$ cat config.mk
export PLATFORM = sky130hd
export DESIGN_NAME = val2_iter_shifter
export DESIGN_NICKNAME = d
export VERILOG_FILES = /design/src/rtl/val2_iter_shifter.sv
export SDC_FILE = /design/constraint.sdc
export NUM_CORES = 1
export LEC_CHECK = 0
export ABC_AREA = 1
export BUFFER_PORTS_ARGS = -buffer_cell sky130_fd_sc_hd__buf_2
export CAP_MARGIN = 5
export CORE_MARGIN = 1
export CORE_UTILIZATION = 56
export CTS_BUF_LIST = sky130_fd_sc_hd__clkbuf_16
export DETAILED_ROUTE_END_ITERATION = 7
export GPL_TIMING_DRIVEN = 1
export PLACE_DENSITY = 0.91
export SLEW_MARGIN = 30
export SYNTH_ARGS = -nofsm -noshare
export SYNTH_HDL_FRONTEND = slang
export SYNTH_SLANG_ARGS = --single-unit
$ cat constraint.sdc
create_clock -name clk -period 3.08 [get_ports clk]
set_input_delay 0.616 -clock clk [delete_from_list [all_inputs] [get_ports clk]]
set_output_delay 0.616 -clock clk [all_outputs]
set_load 0.02 [all_outputs]
$ cat src/rtl/val2_iter_shifter.sv
// Iterative Val2 (Operand2) generator: MEM offset, rotated imm8, LSL/LSR/ASR/ROR/RRX.
// Optional macro VAL2_BACK_TO_BACK_EN lets a new request be accepted while DONE drains.
module val2_iter_shifter #(
  parameter int DATA_W = 32,
  parameter int STEP   = 1
) (
  input  logic              clk,
  input  logic              rst,
  input  logic              in_valid,
  output logic              in_ready,
  input  logic [DATA_W-1:0] rm,
  input  logic [11:0]       shift_operand,
  input  logic              immediate,
  input  logic              is_mem_instruction,
  input  logic              carry_in,
  output logic              out_valid,
  input  logic              out_ready,
  output logic [DATA_W-1:0] result,
  output logic              carry_out,
  output logic              busy
);

  localparam int CW = 8;
  localparam logic [CW-1:0] STEP_C = CW'(STEP);
  localparam logic [CW-1:0] W_C    = CW'(DATA_W);
  localparam logic [DATA_W-1:0] ONE = {{(DATA_W-1){1'b0}}, 1'b1};

  typedef enum logic [1:0] {
    S_IDLE,
    S_SHIFT,
    S_DONE
  } state_e;

  state_e            state_q, state_d;
  logic [DATA_W-1:0] val_q, val_d;
  logic              carry_q, carry_d;
  logic [CW-1:0]     cnt_q, cnt_d;
  logic [1:0]        op_q, op_d;
  logic              fill_q, fill_d;

  logic              accept;
  state_e            ld_state;
  logic [DATA_W-1:0] ld_val;
  logic              ld_carry;
  logic [CW-1:0]     ld_cnt;
  logic [1:0]        ld_op;
  logic              ld_fill;
  logic [4:0]        amt;
  logic [1:0]        typ;

  logic [CW-1:0]     k;
  logic [DATA_W:0]   lsl_x;
  logic [DATA_W-1:0] rsh_v;
  logic [DATA_W-1:0] ror_v;
  logic              rsh_c;
  logic [DATA_W-1:0] step_v;
  logic              step_c;

`ifdef VAL2_BACK_TO_BACK_EN
  assign in_ready = (state_q == S_IDLE) ||
                    ((state_q == S_DONE) && out_ready);
`else
  assign in_ready = (state_q == S_IDLE);
`endif

  assign accept    = in_valid && in_ready;
  assign out_valid = (state_q == S_DONE);
  assign busy      = (state_q == S_SHIFT);
  assign result    = val_q;
  assign carry_out = carry_q;

  assign amt = shift_operand[11:7];
  assign typ = shift_operand[6:5];

  // Decode a request into the initial datapath value and remaining amount
  always_comb begin
    ld_val   = rm;
    ld_carry = carry_in;
    ld_cnt   = '0;
    ld_op    = typ;
    ld_fill  = 1'b0;
    if (is_mem_instruction) begin
      ld_val = {{(DATA_W-12){shift_operand[11]}}, shift_operand};
    end else if (immediate) begin
      ld_val = {{(DATA_W-8){1'b0}}, shift_operand[7:0]};
      ld_op  = 2'b11;
      ld_cnt = {{(CW-5){1'b0}}, shift_operand[11:8], 1'b0};
    end else if (typ == 2'b11 && amt == 5'd0) begin
      ld_val   = {carry_in, rm[DATA_W-1:1]};
      ld_carry = rm[0];
    end else if (typ != 2'b00 && typ != 2'b11 && amt == 5'd0) begin
      ld_cnt  = CW'(32);
      ld_fill = (typ == 2'b10) && rm[DATA_W-1];
    end else begin
      ld_cnt  = {{(CW-5){1'b0}}, amt};
      ld_fill = (typ == 2'b10) && rm[DATA_W-1];
    end
    ld_state = (ld_cnt == '0) ? S_DONE : S_SHIFT;
  end

  // One iteration: shift by min(STEP, remaining)
  always_comb begin
    k     = (cnt_q < STEP_C) ? cnt_q : STEP_C;
    lsl_x = {1'b0, val_q} << k;
    rsh_v = (val_q >> k) |
            ({DATA_W{fill_q}} & ~({DATA_W{1'b1}} >> k));
    rsh_c = |(val_q & (ONE << (k - CW'(1))));
    ror_v = (val_q >> k) | (val_q << (W_C - k));
    unique case (op_q)
      2'b00: begin
        step_v = lsl_x[DATA_W-1:0];
        step_c = lsl_x[DATA_W];
      end
      2'b11: begin
        step_v = ror_v;
        step_c = ror_v[DATA_W-1];
      end
      default: begin
        step_v = rsh_v;
        step_c = rsh_c;
      end
    endcase
  end

  always_comb begin
    state_d = state_q;
    val_d   = val_q;
    carry_d = carry_q;
    cnt_d   = cnt_q;
    op_d    = op_q;
    fill_d  = fill_q;
    if (accept) begin
      state_d = ld_state;
      val_d   = ld_val;
      carry_d = ld_carry;
      cnt_d   = ld_cnt;
      op_d    = ld_op;
      fill_d  = ld_fill;
    end else begin
      unique case (state_q)
        S_SHIFT: begin
          val_d   = step_v;
          carry_d = step_c;
          cnt_d   = cnt_q - k;
          if (cnt_q == k) state_d = S_DONE;
        end
        S_DONE: begin
          if (out_ready) state_d = S_IDLE;
        end
        default: ;
      endcase
    end
  end

  always_ff @(posedge clk) begin
    if (rst) begin
      state_q <= S_IDLE;
      val_q   <= '0;
      carry_q <= 1'b0;
      cnt_q   <= '0;
      op_q    <= 2'b00;
      fill_q  <= 1'b0;
    end else begin
      state_q <= state_d;
      val_q   <= val_d;
      carry_q <= carry_d;
      cnt_q   <= cnt_d;
      op_q    <= op_d;
      fill_q  <= fill_d;
    end
  end

endmodule

==> results.md <==
- Yosys mapped the design onto 45 distinct sky130hd cell types.
- In this run, CTS created clock tree buffers numbering 5.
- The run finished with clean final reports.
- The number of synthesized flops with an enable pin is 0.
- At the end of routability-driven placement, the weighted congestion stood at 1.02.
- The overall routing resource usage is 40.1%.
- Summed over all layers, the routed wires come to ~15,000 um.
- The critical path depth in cells is 12.
- The number of vias after detailed routing is 5,398.
- Pin placement for this block handled a little under 90 I/O pins.
- The first-pass iteration count of the detailed router is 6.
- Of all flip-flops after synthesis, the portion carrying an async set or reset was 0%.
- The number of buffers and inverters on the critical path is 1.
- The endpoint class of the critical path is a register.
- In the routed layout, each cell is associated on average with a via count of between 6 and 7.
- In this design, the critical path's most frequently occurring cell is nor2_2.
- The worst register-to-register path begins at cnt_q[4].
- The overall die height is 89.3 um.
- After filler insertion, the fill cell instance count of the layout stands at between 700 and 800.
- The floorplan row count is 31.
- Setup violations remaining at the end of the flow were counted as 0.
- The pin slew with the least headroom to its limit is roughly 0.92 ns.
- The setup total negative slack is 0 ns.
- The worst IR drop on VDD is roughly 490 uV.
- The H-tree depth reported by CTS is 2.
- Setup repair after global routing left no endpoint under its margin.
- In this run, synthesis produced a sequential element count of 46.
- The hold path depth is 2.
- The number of hold violations in the final report is 0.
- After clock tree synthesis, the repair step resized 0 gates.
- The final number of max-transition violations is 0.
- The core box area is 0.00729 sq mm.
- The number of DRC markers in iteration 0 is 758.
- The tightest min-delay check is of the reg2reg type.
- The remaining antenna violation count after routing is 0.
- Grouping stages by cell kind, the critical path spends the most delay in simple AND/OR/NAND/NOR gates.
- Clock latency on the worst-skew pair, taken at its later pin, is 0.29 ns.
- The worst clock skew is between 0.008 and 0.009 ns.
- The required time of the critical path is 3.30 ns.
- After clock tree synthesis, the clock-pin slew on the worst setup and hold paths is 0.07 ns.
- In this run the most critical hold path is launched from cnt_q[7].
- The fmax is 0.399 GHz.
- The maximum fanout count along the critical path is 13.
- Setup slack closes at 0.573 ns.
- The initial core utilization is 58.5%.
- The arrival time of the worst setup path is 2.72 ns.
- From synthesis to final layout, the design area changed by 14.9%.
- Max-cap violations in this run came to 0.
- The setup path with the least slack is of type reg2reg.
- Entering global routing, the biggest net connects 44 pins.
- The signal on the critical path passes through nor2_2 > nand2_4 > nor2_8 > ha_1 > inv_1 > nor2_4 > nand2_1 > nor2_2 > nand3_1 > o2111ai_1 > o211ai_1 > a21oi_1.
- The CTS sink count is 46.
- The standard cell with the maximum stage delay on the critical path is nor2_2.
- The synthesized netlist occupies a cell area of between 0.004 and 0.005 sq mm.
- The via count of the first global-routing pass is about 4.8k.
- After technology mapping, the gate count stands at roughly 720.
- The library cell used as clock root buffer is clkbuf_16.
- After clock tree synthesis, the setup repair step added 0 buffers.
- The number of input and output port buffers inserted is 86.
- The first-pass GRT wire length is 24,200 um.
- The TritonCTS clock tree is yes.
- For this run, design rule violations remaining after detail routing come to 0.
- The remaining global-route overflow is 0.
- The die covers approximately 0.0080 sq mm.
- The count of yosys warnings during synthesis is 0.
- In this run the worst setup path begins at cnt_q[4].
- The average detailed-routed wire length per instance is between 15 and 20 um.
- The antenna cell count is 0.
- Power spread over the standard cell area amounts to between 1000 and 1500 mW/mm^2.
- The number of antenna violations at the first check in global routing is 0.
- The final critical path takes up 81.4% of the cycle.
- The longest clock path from root to sink contains 2 buffers.
- STA classifies the critical path startpoint as a register.
- In the final design database the tool counted 848 nets.
- The cell leakage power is 0.00238 uW.
- The fraction of layout cells with a size suffix above 1 is between 10% and 20%.
- The sequential element share of the synthesized area is 21.6%.
- The sequential cell area in the final layout is approximately 900 sq um.
- The largest single stage delay on the critical path is between 0.4 and 0.5 ns.
- The worst max-slew margin expressed relative to the limit is 38.6%.
- The leading register cell type out of synthesis is dfxtp_1.
- The count of hold-fix buffers inserted at cts is 0.
- The worst path needs 2.51 ns of the cycle, external delays included.
- The die is 89.3 um wide.
- The number of cell instances on the worst register-to-register path is 12.
- In the final layout, the multi-input gates occupy 0.00278 sq mm.
- The pre-CTS setup slack is 0.495 ns.
- Detailed placement finished with a half-perimeter wire length of around 11,000 um.
- The post-synthesis area per instance is 5.96 sq um.
worst paths after layout:
path,endpoint,slack [ns]
min reg2reg,cnt_q[7],0.47
min,cnt_q[7],0.47
max,result[22],0.57
max reg2reg,result[22],0.57
final cells by class:
type                       instances  share of cell area [%]
clock inverter                     3                   0.843
multi-input combinational        534                    56.7
inverter                          96                    7.36
tap                               99                    2.53
clock buffer                       5                    2.55
sequential                        46                    18.8
timing repair buffer             102                    11.2
power breakdown:
| group | internal (uW) | total (uW) | switching [uW] | leakage (uW) |
|---|---|---|---|---|
| clock network | 381 | 637 | 256 | 0.0000812 |
| logic | 1160 | 3810 | 2650 | 0.00192 |
| registers | 768 | 952 | 184 | 0.000378 |
| total | 2310 | 5400 | 3090 | 0.00238 |
through the flow:
stage	instance area [sq um]	utilization, %	hold slack [ns]	power, uW	std cells
5_1_grt	4900	67.2	0.500	5800	885
3_3_place_gp	4730	64.9	0.444	4560	877
3_5_place_dp	4730	64.9	0.454	4610	877
4_1_cts	4900	67.2	0.466	5250	885
6_report	4900	67.2	0.466	5400	885
2_1_floorplan	4270	-	0.428	3690	716
placed cells by master, fill, tap and decap left out, types with 2 or more instances in the layout:
master,count
nand2_1,178
inv_1,90
buf_2,86
nand3_1,64
o21ai_0,55
nor2_1,50
dfxtp_1,46
a21oi_1,42
o211ai_1,23
o21ai_1,17
buf_4,16
o221ai_1,12
ha_1,12
o22ai_1,10
nor3_1,7
o2111ai_1,6
a31oi_1,6
nor2_2,5
nand2_2,5
nand4_1,5
clkbuf_16,5
inv_2,4
nor2_4,3
nand2_4,3
clkinv_1,3
o21a_1,3
or2_2,3
or2_1,3
o21ai_2,3
a311oi_1,3
a221oi_1,3
a22oi_1,2
conb_1,2
kinds of logic after synthesis:
group                      count (synthesis)  share of synthesized area, %
and+or+nand+nor                          328                          33.7
AOI/OAI and AO/OA                        191                          27.5
buffers and inverters                    136                          13.4
DFF                                       46                          21.6
adders and majority gates                 12                          3.52
xor gates and xnor gates                   1                         0.205
other                                      1                        0.0879
worst register-to-register path: cells and delay by family, from the launching register on:
kind                       cells  cell delay, ns
AOI/OAI and AO/OA              3            0.40
adders and majority gates      1            0.26
and+or+nand+nor                7            1.28
DFF                            1            0.35
buffers and inverters          1            0.16
sequential cells by signal, summed over array words and instances (netlist names):
name / flops
carry_out: 1
result: 32
fill_q: 1
cnt_q: 8
op_q: 2
state_q: 2
Yosys cell counts (2+ instances only):
library cell | count | share of area [%]
o21ai_1 | 17 | 2.0
o21ai_2 | 3 | 0.62
buf_4 | 3 | 0.53
buf_2 | 9 | 1.1
clkinv_1 | 3 | 0.26
a22oi_1 | 2 | 0.35
ha_1 | 12 | 3.5
a221oi_1 | 3 | 0.62
nand3_1 | 64 | 7.5
clkbuf_1 | 22 | 1.9
o21ai_0 | 55 | 6.5
buf_6 | 2 | 0.53
o21a_1 | 3 | 0.53
nand2_2 | 5 | 0.73
or2_2 | 3 | 0.44
dfxtp_1 | 46 | 22
a21oi_1 | 42 | 4.9
o211ai_1 | 23 | 4.0
nand2_1 | 178 | 16
nor2_4 | 3 | 0.79
nor2_1 | 50 | 4.4
o221ai_1 | 12 | 2.5
o2111ai_1 | 6 | 1.2
nor2_2 | 5 | 0.73
a31oi_1 | 6 | 0.88
buf_1 | 2 | 0.18
nand2_4 | 3 | 0.79
nand4_1 | 5 | 0.73
or2_1 | 3 | 0.44
a311oi_1 | 3 | 0.62
buf_8 | 2 | 0.70
o22ai_1 | 10 | 1.5
inv_1 | 89 | 7.8
nor3_1 | 7 | 0.82
inv_2 | 4 | 0.35
routing by layer:
layer / up-vias / wire length [um] / GRT usage, %
li1: 2550 / - / -
met1: 2407 / 6250 / 56.5
met2: 406 / 6590 / 58.8
met3: 35 / 2270 / 12.5
met4: 0 / 289 / 11.5
met5: - / 0 / 0
(Power assumes the default switching activity.)
